==> config.mk <==
export PLATFORM = sky130hd
export DESIGN_NAME = wb_arbiter
export DESIGN_NICKNAME = d
export VERILOG_FILES = /design/src/rtl/wb_arbiter.sv
export SDC_FILE = /design/constraint.sdc
export NUM_CORES = 1
export LEC_CHECK = 0
export CAP_MARGIN = 10
export CORE_MARGIN = 2
export CORE_UTILIZATION = 50
export CTS_BUF_LIST = sky130_fd_sc_hd__clkbuf_2 sky130_fd_sc_hd__clkbuf_4 sky130_fd_sc_hd__clkbuf_8
export DETAILED_ROUTE_END_ITERATION = 6
export PLACE_DENSITY = 0.86
export SETUP_SLACK_MARGIN = 0.15
export SLEW_MARGIN = 20
export SYNTH_ARGS = -nofsm -noshare
export SYNTH_HDL_FRONTEND = slang
export SYNTH_SLANG_ARGS = --single-unit
==> constraint.sdc <==
create_clock -name clock -period 8.4 [get_ports clock]
set_input_delay 1.68 -clock clock [delete_from_list [all_inputs] [get_ports clock]]
set_output_delay 1.68 -clock clock [all_outputs]
set_load 0.005 [all_outputs]
==> src/rtl/wb_arbiter.sv <==
// Writeback/commit stage: per-channel result FIFOs, round-robin arbitration onto the
// single regfile write port, and a one-cycle-delayed commit record for difftest.
module wb_arbiter #(
    parameter int NUM_CH     = 2,
    parameter int FIFO_DEPTH = 2,
    parameter int DATA_W     = 64
) (
    input  logic                     clock,
    input  logic                     reset_n,
    input  logic [NUM_CH-1:0]        in_valid,
    output logic [NUM_CH-1:0]        in_ready,
    input  logic [NUM_CH*5-1:0]      in_rd,
    input  logic [NUM_CH-1:0]        in_need_to_wb,
    input  logic [NUM_CH-1:0]        in_mmio,
    input  logic [NUM_CH*DATA_W-1:0] in_result,
    input  logic [NUM_CH*64-1:0]     in_pc,
    input  logic [NUM_CH*32-1:0]     in_instr,
    output logic                     regfile_write_valid,
    output logic [4:0]               regfile_write_rd,
    output logic [DATA_W-1:0]        regfile_write_data,
    output logic                     commit_valid,
    output logic                     commit_rfwen,
    output logic                     commit_skip,
    output logic [4:0]               commit_rd,
    output logic [63:0]              commit_pc,
    output logic [31:0]              commit_instr,
    output logic [31:0]              conflict_cnt
);
    localparam int PTR_W = $clog2(FIFO_DEPTH);
    localparam int CNT_W = PTR_W + 1;
    localparam int RR_W  = (NUM_CH > 1) ? $clog2(NUM_CH) : 1;

    typedef struct packed {
        logic [4:0]        rd;
        logic              need_to_wb;
        logic              mmio;
        logic [DATA_W-1:0] result;
        logic [63:0]       pc;
        logic [31:0]       instr;
    } entry_t;

    typedef struct packed {
        logic              valid;
        logic              rf_valid;
        logic              mmio;
        logic [4:0]        rd;
        logic [DATA_W-1:0] data;
        logic [63:0]       pc;
        logic [31:0]       instr;
    } wb_t;

    typedef struct packed {
        logic        valid;
        logic        rfwen;
        logic        skip;
        logic [4:0]  rd;
        logic [63:0] pc;
        logic [31:0] instr;
    } commit_t;

    entry_t             fifo_mem_q [NUM_CH][FIFO_DEPTH];
    entry_t             in_entry   [NUM_CH];
    logic [PTR_W-1:0]   rd_ptr_q [NUM_CH], rd_ptr_d [NUM_CH];
    logic [PTR_W-1:0]   wr_ptr_q [NUM_CH], wr_ptr_d [NUM_CH];
    logic [CNT_W-1:0]   count_q  [NUM_CH], count_d  [NUM_CH];
    logic [NUM_CH-1:0]  push, req, grant;
    logic               grant_valid;
    logic [RR_W-1:0]    grant_idx, rr_ptr_q, rr_ptr_d;
    int                 idx, n_req;
    entry_t             head;
    wb_t                wb_q, wb_d;
    commit_t            cm_q, cm_d;
    logic [31:0]        conflict_cnt_q, conflict_cnt_d;

    // Ready depends only on registered count, so a full FIFO refuses even while popping.
    always_comb begin
        for (int c = 0; c < NUM_CH; c++) begin
            in_entry[c] = '{rd:         in_rd[c*5 +: 5],
                            need_to_wb: in_need_to_wb[c],
                            mmio:       in_mmio[c],
                            result:     in_result[c*DATA_W +: DATA_W],
                            pc:         in_pc[c*64 +: 64],
                            instr:      in_instr[c*32 +: 32]};
            in_ready[c]  = (count_q[c] != CNT_W'(FIFO_DEPTH));
            push[c]      = in_valid[c] & in_ready[c];
            req[c]       = (count_q[c] != '0);
        end
    end

    // NOTE: every always_comb output gets a default before any branch so no latch is inferred.
    always_comb begin
        grant       = '0;
        grant_valid = 1'b0;
        grant_idx   = '0;
        idx         = 0;
        n_req       = 0;
        for (int i = 0; i < NUM_CH; i++) begin
            idx = int'(rr_ptr_q) + i;
            if (idx >= NUM_CH) idx = idx - NUM_CH;
            if (req[idx] && !grant_valid) begin
                grant_valid = 1'b1;
                grant_idx   = RR_W'(idx);
            end
            n_req = n_req + int'(req[i]);
        end
        if (grant_valid) grant[grant_idx] = 1'b1;
        head = fifo_mem_q[grant_idx][rd_ptr_q[grant_idx]];
    end

    always_comb begin
        for (int c = 0; c < NUM_CH; c++) begin
            wr_ptr_d[c] = push[c]  ? wr_ptr_q[c] + PTR_W'(1) : wr_ptr_q[c];
            rd_ptr_d[c] = grant[c] ? rd_ptr_q[c] + PTR_W'(1) : rd_ptr_q[c];
            count_d[c]  = count_q[c] + CNT_W'(push[c]) - CNT_W'(grant[c]);
        end

        rr_ptr_d = rr_ptr_q;
        if (grant_valid)
            rr_ptr_d = (int'(grant_idx) == NUM_CH - 1) ? '0 : grant_idx + RR_W'(1);

        conflict_cnt_d = conflict_cnt_q;
        if (n_req >= 2 && conflict_cnt_q != 32'hFFFF_FFFF)
            conflict_cnt_d = conflict_cnt_q + 32'd1;

        // Without a grant the strobes drop while rd/data/pc/instr keep their last value.
        wb_d          = wb_q;
        wb_d.valid    = grant_valid;
        wb_d.rf_valid = grant_valid & head.need_to_wb & ~head.mmio;
        wb_d.mmio     = grant_valid & head.mmio;
        if (grant_valid) begin
            wb_d.rd    = head.rd;
            wb_d.data  = head.result;
            wb_d.pc    = head.pc;
            wb_d.instr = head.instr;
        end

        cm_d = '{valid: wb_q.valid, rfwen: wb_q.rf_valid, skip: wb_q.mmio,
                 rd: wb_q.rd, pc: wb_q.pc, instr: wb_q.instr};
    end

    // NOTE: sequential state uses non-blocking assignments so all flops update together.
    always_ff @(posedge clock or negedge reset_n) begin
        if (!reset_n) begin
            for (int c = 0; c < NUM_CH; c++) begin
                rd_ptr_q[c] <= '0;
                wr_ptr_q[c] <= '0;
                count_q[c]  <= '0;
            end
            rr_ptr_q       <= '0;
            conflict_cnt_q <= '0;
            wb_q           <= '0;
            cm_q           <= '0;
        end else begin
            for (int c = 0; c < NUM_CH; c++) begin
                rd_ptr_q[c] <= rd_ptr_d[c];
                wr_ptr_q[c] <= wr_ptr_d[c];
                count_q[c]  <= count_d[c];
            end
            rr_ptr_q       <= rr_ptr_d;
            conflict_cnt_q <= conflict_cnt_d;
            wb_q           <= wb_d;
            cm_q           <= cm_d;
        end
    end

    // NOTE: storage is not reset; zeroed counts make stale entries unreachable.
    always_ff @(posedge clock) begin
        for (int c = 0; c < NUM_CH; c++)
            if (push[c]) fifo_mem_q[c][wr_ptr_q[c]] <= in_entry[c];
    end

    assign regfile_write_valid = wb_q.rf_valid;
    assign regfile_write_rd    = wb_q.rd;
    assign regfile_write_data  = wb_q.data;
    assign commit_valid        = cm_q.valid;
    assign commit_rfwen        = cm_q.rfwen;
    assign commit_skip         = cm_q.skip;
    assign commit_rd           = cm_q.rd;
    assign commit_pc           = cm_q.pc;
    assign commit_instr        = cm_q.instr;
    assign conflict_cnt        = conflict_cnt_q;

endmodule
==> results by group, run 1 <==
Detailed routing
  – Vias: approximately 21,000
  – DR WL/cell: ~22 µm
  – Pre-antenna DRT Iters: 5
  – Initial drt markers: 1,843
  – Vias/cell: 5.41
  – Post-route ant nets: 0
  – Total Wirelength: 87.6 mm
  – DRC: 0

Global routing
  – GR Util met2: 0.393
  – GRT met1 Usage: 0.279
  – Number of global-route vias before repair: between 20,000 and 25,000
  – GR Util All Layers: 0.234
  – GRT busiest layer: met2
  – First-pass GRT wire length: approximately 130 mm
  – M3 GR Usage: 0.0574
  – Overflow after GRT: 0
  – Initial antenna violation count: 35
  – Largest net degree at the start of global routing: 263

Logic synthesis
  – Top cells by count, synth: edfxtp_1 (668), nand2_1 (346), dfrtp_1 (313)
  – Post-Syn Instances: 2,247
  – Most common cell in the netlist: edfxtp_1
  – Largest area contributor in the netlist: edfxtp_1
  – Share of the synthesized area in the top cell type: 0.557
  – Area contributors post-synth: edfxtp_1 (56%), dfrtp_1 (22%), mux2_2 (5.3%), mux2i_1 (4.6%), o21ai_0 (4.0%)
  – Synth Register Bits: 981
  – Area of the mapped netlist: 0.0360 mm²
  – Prevailing post-synth register cell: edfxtp_1
  – Post-synth net total: 2,590
  – Post-synth cell types: 44
  – Syn. warnings: 0
  – Async S/R FF share, synth: 0.319
  – Post-Synthesis Mean Instance Area: around 16 µm²
  – Seq/Total Area, Yosys: 0.774
  – Post-synth EDFFs: ~670

Power
  – LEAKAGE: around 17 nW
  – Max VDD drop: 0.540 mV
  – P per Cell Area: 362 mW/mm²

Timing
  – WHS: 0.350 ns
  – Setup TNS Final: 0 ns
  – RSZ-0062 raised after global routing: false
  – Relative slew slack: 0.171
  – Final Setup Violations: 0
  – Final Max Tran Viols: 0
  – Layout Skew: 0.0392 ns
  – Minimum clock period: 3.76 ns
  – Crit share post-route: 0.448
  – Final worst slack: between 4 and 5 ns
  – Max Clk Rate: 266 MHz
  – Final Hold Viols: 0
  – Measured slew at the worst slew-check pin: 1.24 ns

Die
  – Die area: 0.0742 mm²
  – Io pins: 546
  – Number of core rows: 98
  – Chip width: 272 µm
  – Core region area: 0.0714 mm²
  – Initial Util: 0.505
  – Die Span Y: 272 µm

Critical path
  – CP endpoint kind: primary output
  – CP Class: register to primary output
  – CP Max Fanout: 7
  – WP data arrival: 2.08 ns
  – Startpoint types: register
  – CP Data Required Time: 6.72 ns

Clock network
  – CTS tree: done
  – CTS H-tree depth: 4
  – Clock root buffer: clkbuf_8
  – Post-CTS Setup Inserts: 0
  – Clock Tree Buf Depth: 3
  – # clock sinks: 981
  – Hold_buf cts: 0
  – CTS resizes: 0
  – Clock Latency Late Sink: 0.82 ns
  – Clock transition at path regs: approximately 0.060 ns
  – Total CTS buffers: 152

Placed design
  – Input/output buffers: 545
  – GP Congestion: 0.865
  – Placed Instance Area: 0.0423 mm²
  – DPL Wire Length: 53.1 mm
  – Post-Place Setup Slack: 3.81 ns

Hold path
  – Hold Path Class: register to register

Layout
  – Layout cells sized above 1: 0.160
  – Final nets: 3,190
  – Final instance area: 0.0457 mm²
  – Fillers: between 4,000 and 5,000
  – Area Growth Syn to Fin: 26.8%

Status
  – Status: finished clean

Run
  – Total of max-cap violations: 0
==> logic make-up (layout without fill, tap and decap cells) <==
| family | after synthesis | after routing | share of synthesized area |
|---|---|---|---|
| buf+inv | 125 | 853 | 0.0177 |
| mux | 335 | 335 | 0.0989 |
| compound gates | 343 | 343 | 0.0487 |
| flops | 981 | 981 | 0.774 |
| other cells | 0 | 30 | 0 |
| xor+xnor | 36 | 36 | 0.00875 |
| simple gates | 422 | 422 | 0.0498 |
| fa+ha+maj | 5 | 5 | 0.00174 |
==> worst max-delay path, stage by stage, from the launching register on <==
cell	delay (ns)
dfrtp_1	0.53
nand2b_1	0.23
clkdlybuf4s50_1	0.53
==> power breakdown <==
group,internal (W),total (W),leakage [nW],switching (W)
Combinational,0.00219,0.00487,5.18,0.00268
Sequential,0.00683,0.00751,9.85,0.000678
Clock,0.00229,0.00417,1.73,0.00188
Total,0.0113,0.0165,16.8,0.00524
==> path summary, 6_finish.rpt <==
check / startpoint / endpoint / slack [ns] / cells past startpoint
worst max-delay path: count_q[0] / in_ready[1] / 4.64 / 2
worst min-delay path: cm_d[101] / commit_skip / 0.35 / 0
worst max register to register: count_q[3] / cm_d[13] / 5.12 / 6
worst min register to register: cm_d[101] / commit_skip / 0.35 / 0
max in group asynchronous: reset_n / commit_instr[28] / 6.03 / 2
min in group asynchronous: reset_n / conflict_cnt[2] / 0.91 / 1
==> per-layer routing <==
metal	up-vias	part of all wire	wire (µm)
met4	10	0.045	3970
met3	237	0.074	6520
met2	1028	0.51	44900
met1	10600	0.37	32100
li1	9510	-	-
met5	-	0.00070	61
==> through the flow <==
step                      total power (W)  instances  utilization
after detailed placement           0.0124       3640        0.592
after CTS                          0.0166       3922        0.638
after floorplan                    0.0103       2247            -
final                              0.0165       3955        0.640
after global routing               0.0174       3953        0.640
after global placement             0.0121       3640        0.592
==> placed cells by master, fill, tap and decap left out, types with 11 or more instances in the layout <==
cell,count
clkbuf_8,174
nor2_1,16
mux2_2,168
nand4_1,13
mux2i_1,167
clkinv_1,15
clkinv_2,15
clkdlybuf4s50_1,544
clkbuf_4,61
diode_2,30
xnor2_1,27
edfxtp_1,668
o21ai_1,47
nand2_1,346
o21ai_0,287
nand3_1,12
dfrtp_1,311
buf_4,11
==> area by class of cell <==
type | count | area (µm²) | area share
multi-input cells | 1141 | 7520 | 0.165
diodes | 30 | 75.1 | 0.00164
flip-flops and latches | 981 | 27900 | 0.611
clock inverters | 47 | 393 | 0.00860
clock buffers | 235 | 2850 | 0.0624
inverters | 6 | 22.5 | 0.000493
repair buffers | 565 | 5730 | 0.125
well taps | 950 | 1190 | 0.0260
==> flip-flops by register name, indices dropped and copies added (netlist names), 2 cells and up <==
register / flops
regfile_write_rd: 5
count_q: 4
wr_ptr_q: 2
fifo_mem_q: 668
rd_ptr_q: 2
commit_instr: 32
cm_d: 98
conflict_cnt: 32
regfile_write_data: 64
commit_rd: 5
commit_pc: 64
(Power assumes the default switching activity.)
==> run 2, diff against run 1 <==
clock period = 3.24 ns   (was 8.4 ns; I/O delays follow)
==> run 2 against run 1 <==
Cell count up 0.63%. Clock power increased to 2.5 times the previous value. Utilization rose by 0.55 points. Non-clock buffer count grew 30. Sequential share of layout area is 0.51 points lower.
==> results by group, run 2 (synthesis gave the netlist of run 1 again) <==
Global routing
  – Number of global-route vias before repair: 22,200
  – First-pass GRT wire length: 132 mm
  – Largest net degree at the start of global routing: roughly 210
  – Overflow after GRT: 0
  – Initial antenna violation count: 30
  – GR Util All Layers: 0.235

Die
  – Die Span Y: around 270 µm
  – Core region area: 0.0714 mm²
  – Number of core rows: 98
  – Die area: 0.0742 mm²
  – Io pins: 546
  – Chip width: 272 µm
  – Initial Util: 0.505

Timing
  – Final Max Tran Viols: 0
  – Relative slew slack: 0.129
  – Final Setup Violations: 0
  – RSZ-0062 raised after global routing: false
  – Final Hold Viols: 0
  – Minimum clock period: 2.72 ns
  – Measured slew at the worst slew-check pin: 1.31 ns
  – Layout Skew: approximately 0.054 ns
  – Max Clk Rate: around 370 MHz
  – Final worst slack: 0.523 ns
  – Crit share post-route: 0.838

Detailed routing
  – WL met1: 33.0 mm
  – Total Wirelength: approximately 88 mm
  – DRC: 0
  – Uppermost layer routed: met5
  – WL met2: 44.6 mm
  – Pre-antenna DRT Iters: 6
  – Vias: 21,500
  – Post-route ant nets: 0
  – Vias/cell: 5.39
  – DR WL/cell: 22.1 µm
  – Met3 Routed Length: 7.26 mm
  – Initial drt markers: around 1,800

Critical path
  – Buf/Inv on CP: 1
  – WP data arrival: a little over 2 ns
  – CP Data Required Time: 2.59 ns
  – Startpoint types: register
  – Slowest CP cell: clkdlybuf4s50_1
  – CP endpoint kind: primary output
  – Crit-path cells: nand2b_4 -> clkdlybuf4s50_1
  – CP Class: register to primary output
  – Max stage delay on crit path: approximately 0.6 ns
  – Cell family with most CP delay: buffers and inverters
  – CP Max Fanout: 7

Layout
  – Most frequent cells in the layout: edfxtp_1 (668), clkdlybuf4s50_1 (544), nand2_1 (344)
  – Most common cell after layout, fill and taps aside: edfxtp_1
  – Max reg flops: 668
  – Area Growth Syn to Fin: 27.9%
  – Final nets: 3,218
  – Layout cells sized above 1: 0.166

Power
  – Overall Power: 0.0430 W
  – P per Cell Area: 934 mW/mm²
  – Max VDD drop: 0.815 mV
  – LEAKAGE: 16.9 nW

Clock network
  – Post-CTS Setup Inserts: 0
  – # clock sinks: about 1,000
  – Clock Latency Late Sink: approximately 0.8 ns
  – CTS H-tree depth: 4
  – Clock transition at path regs: 0.06 ns
  – CTS tree: done
  – Total CTS buffers: 150
  – Clock Tree Buf Depth: 3
  – CTS resizes: 0
  – Clock root buffer: clkbuf_8
  – Hold_buf cts: 1

Placed design
  – Post-Place Setup Slack: 0.809 ns
  – Input/output buffers: 545
  – DPL Wire Length: roughly 57 mm
  – GP Congestion: 0.875

Run
  – Total of max-cap violations: 0

Hold path
  – Hold Path Class: register to register

Status
  – Status: finished clean
==> run 2: final cells by class <==
cell class / count / area, µm²
multi-input combinational: 1141 / 7570
sequential: 981 / 27900
tap: 950 / 1190
clock inverter: 61 / 449
timing repair buffer: 595 / 6160
clock buffer: 218 / 2710
antenna: 28 / 70.1
inverter: 6 / 22.5
fill: 4645 / 25300
==> run 2: worst paths after layout <==
kind                            start               end  slack (ns)  depth (start not counted)
setup / recovery           count_q[1]       in_ready[1]        0.52                          2
hold / removal              cm_d[101]       commit_skip        0.35                          0
setup reg to reg           count_q[3]          cm_d[94]        0.81                          3
hold reg to reg             cm_d[101]       commit_skip        0.35                          0
max in group asynchronous     reset_n       rd_ptr_q[0]        1.96                          3
min in group asynchronous     reset_n  commit_instr[14]        0.41                          2
==> run 2: power breakdown <==
part / internal (W) / switching (W) / leakage [nW]
clock: 0.00569 / 0.00488 / 1.67
sequential: 0.0177 / 0.00175 / 9.85
combinational: 0.00601 / 0.00701 / 5.41
==> run 2: routing by layer <==
layer | vias up | track usage
li1 | 9542 | -
met1 | 10700 | 0.286
met2 | 969 | 0.388
met3 | 210 | 0.0641
met4 | 8 | 0.119
met5 | - | 0
==> run 2: through the flow <==
stage	hold WS [ns]	std cells	setup TNS, ns	instance area (µm²)	util
after global placement	0.336	3672	0	42800	0.600
after detailed placement	0.335	3672	0	42800	0.600
final	0.348	3980	0	46100	0.646
after global routing	0.359	3977	0	46100	0.645
after floorplan	0.331	2247	-113.87	36100	-
after CTS	0.340	3952	0	46000	0.645
==> run 3, diff against run 2 <==
CORE_UTILIZATION = 55   (was 50)
PLACE_DENSITY = 0.89   (was 0.86)
clock period = 2.6 ns   (was 3.24 ns; I/O delays follow)
==> run 3 against run 2 <==
Utilization rose by 7.0 points. Sequential power grew 25%. Non-clock buffer count rose by 26. Design area rose by 0.26%. Via count increased by 1.8%. Setup slack got worse by 0.29 ns. Power increased by 26%. Register-to-register slack worse by 0.49 ns. Cell count decreased by 1.8%. Critical endpoint unchanged. Clock skew shrank 0.0024 ns. Combinational power increased by 31%.
==> results by group, run 3 (synthesis gave the netlist of run 1 again) <==
Status
  – Status: finished clean

Timing
  – Max Clk Rate: roughly 420 MHz
  – Minimum clock period: between 2 and 2.5 ns
  – Final Hold Viols: 0
  – Crit share post-route: 0.911
  – Setup TNS Final: 0 ns
  – RSZ-0062 raised after global routing: false
  – Measured slew at the worst slew-check pin: 0.790 ns
  – Final Max Tran Viols: 0
  – WHS: 0.279 ns
  – Layout Skew: 0.0515 ns
  – Final Setup Violations: 0
  – Relative slew slack: 0.474

Die
  – Io pins: 546
  – Number of core rows: 93
  – Chip width: between 200 and 300 µm
  – Core region area: 0.0646 mm²
  – Die Span Y: 260 µm
  – Die area: 0.0675 mm²
  – Initial Util: 0.558

Detailed routing
  – Total Wirelength: 91.1 mm
  – Vias: approximately 22,000
  – Initial drt markers: 1,982
  – Post-route ant nets: 0
  – Pre-antenna DRT Iters: 5
  – Vias/cell: around 5.6
  – DRC: 0
  – DR WL/cell: 23.3 µm

Critical path
  – R2r startpoint: conflict_cnt[0]
  – CP Max Fanout: 3
  – WP data arrival: about 1.9 ns
  – CP endpoint kind: primary output
  – CP Class: register to primary output
  – Reg2reg setup slack: 0.32 ns
  – CP Data Required Time: 2.08 ns
  – Startpoint types: register
  – Worst setup path startpoint: count_q[1]

Layout
  – Max reg flops: roughly 670
  – Most common cell after layout, fill and taps aside: edfxtp_1
  – Layout cells sized above 1: 0.177
  – Area Growth Syn to Fin: 28.2%
  – Final nets: around 3,200
  – Most frequent cells in the layout: edfxtp_1 (668), clkdlybuf4s50_1 (543), nand2_1 (344)

Power
  – LEAKAGE: 17.1 nW
  – P per Cell Area: 1180 mW/mm²
  – Overall Power: 0.0543 W
  – Max VDD drop: 0.704 mV

Global routing
  – GR Util All Layers: 0.271
  – Largest net degree at the start of global routing: 143
  – Overflow after GRT: 0
  – Number of global-route vias before repair: 23,100
  – First-pass GRT wire length: 136 mm
  – Initial antenna violation count: 27

Clock network
  – CTS tree: done
  – Total CTS buffers: approximately 150
  – Clock root buffer: clkbuf_8
  – Clock transition at path regs: roughly 0.060 ns
  – Clock Latency Late Sink: 0.80 ns
  – Clock Tree Buf Depth: 3
  – # clock sinks: 981
  – CTS H-tree depth: 4

Placed design
  – GP Congestion: 0.923
  – Input/output buffers: between 500 and 600
  – DPL Wire Length: 59.0 mm

Run
  – Total of max-cap violations: 0

Hold path
  – Hold Path Class: primary input to asynchronous set/reset pin
-- run 3: stage by stage --
stage	worst slack (ns)	area (µm²)	util	std cells
2_1_floorplan	-0.935	36100	-	2247
3_3_place_gp	0.431	42900	0.665	3600
3_5_place_dp	0.403	42900	0.665	3600
4_1_cts	0.0415	46100	0.714	3884
5_1_grt	0.151	46200	0.715	3908
6_report	0.232	46200	0.715	3909
-- run 3: timing repair --
action                                  4_1_cts  5_1_grt
endpoints found under the setup margin        3        1
hold buffers                                  1        0
setup buffers                                 1        2
cloned                                        0        0
resized for setup                             3        0
hold endpoints to repair                     49        0
-- run 3: worst max-delay path, stage by stage (launching register included) --
cell and delay [ns]:
dfrtp_2 0.43, nand2b_4 0.10, clkdlybuf4s50_1 0.56
-- run 3: area by class of cell --
type / count / area (µm²)
Antenna cell: 23 / 57.6
Multi-Input combinational cell: 1141 / 7550
Tap cell: 855 / 1070
Clock inverter: 43 / 305
Sequential cell: 981 / 27900
Inverter: 6 / 22.5
Timing Repair Buffer: 621 / 6420
Clock buffer: 239 / 2860
Fill cell: 3661 / 18400
-- run 3: where the power goes --
part,switching [W],internal [W],leakage (nW)
clock,0.00594,0.00723,1.68
combinational,0.00919,0.00777,5.56
sequential,0.00219,0.0220,9.84
-- run 3: path summary, 6_finish.rpt --
path,end,depth (start not counted)
worst max-delay path,in_ready[1],2
worst min-delay path,cm_d[5],2
worst max register to register,conflict_cnt[1],6
worst min register to register,commit_skip,0
max in group asynchronous,cm_d[30],3
min in group clock,fifo_mem_q[0][319],1
-- run 3: per-layer routing --
| layer | up-vias | GRT usage | share of wire |
|---|---|---|---|
| met5 | - | 0 | 0.00063 |
| met4 | 8 | 0.149 | 0.047 |
| met3 | 236 | 0.0616 | 0.073 |
| met2 | 1074 | 0.460 | 0.52 |
| met1 | 11000 | 0.320 | 0.36 |
| li1 | 9587 | - | - |
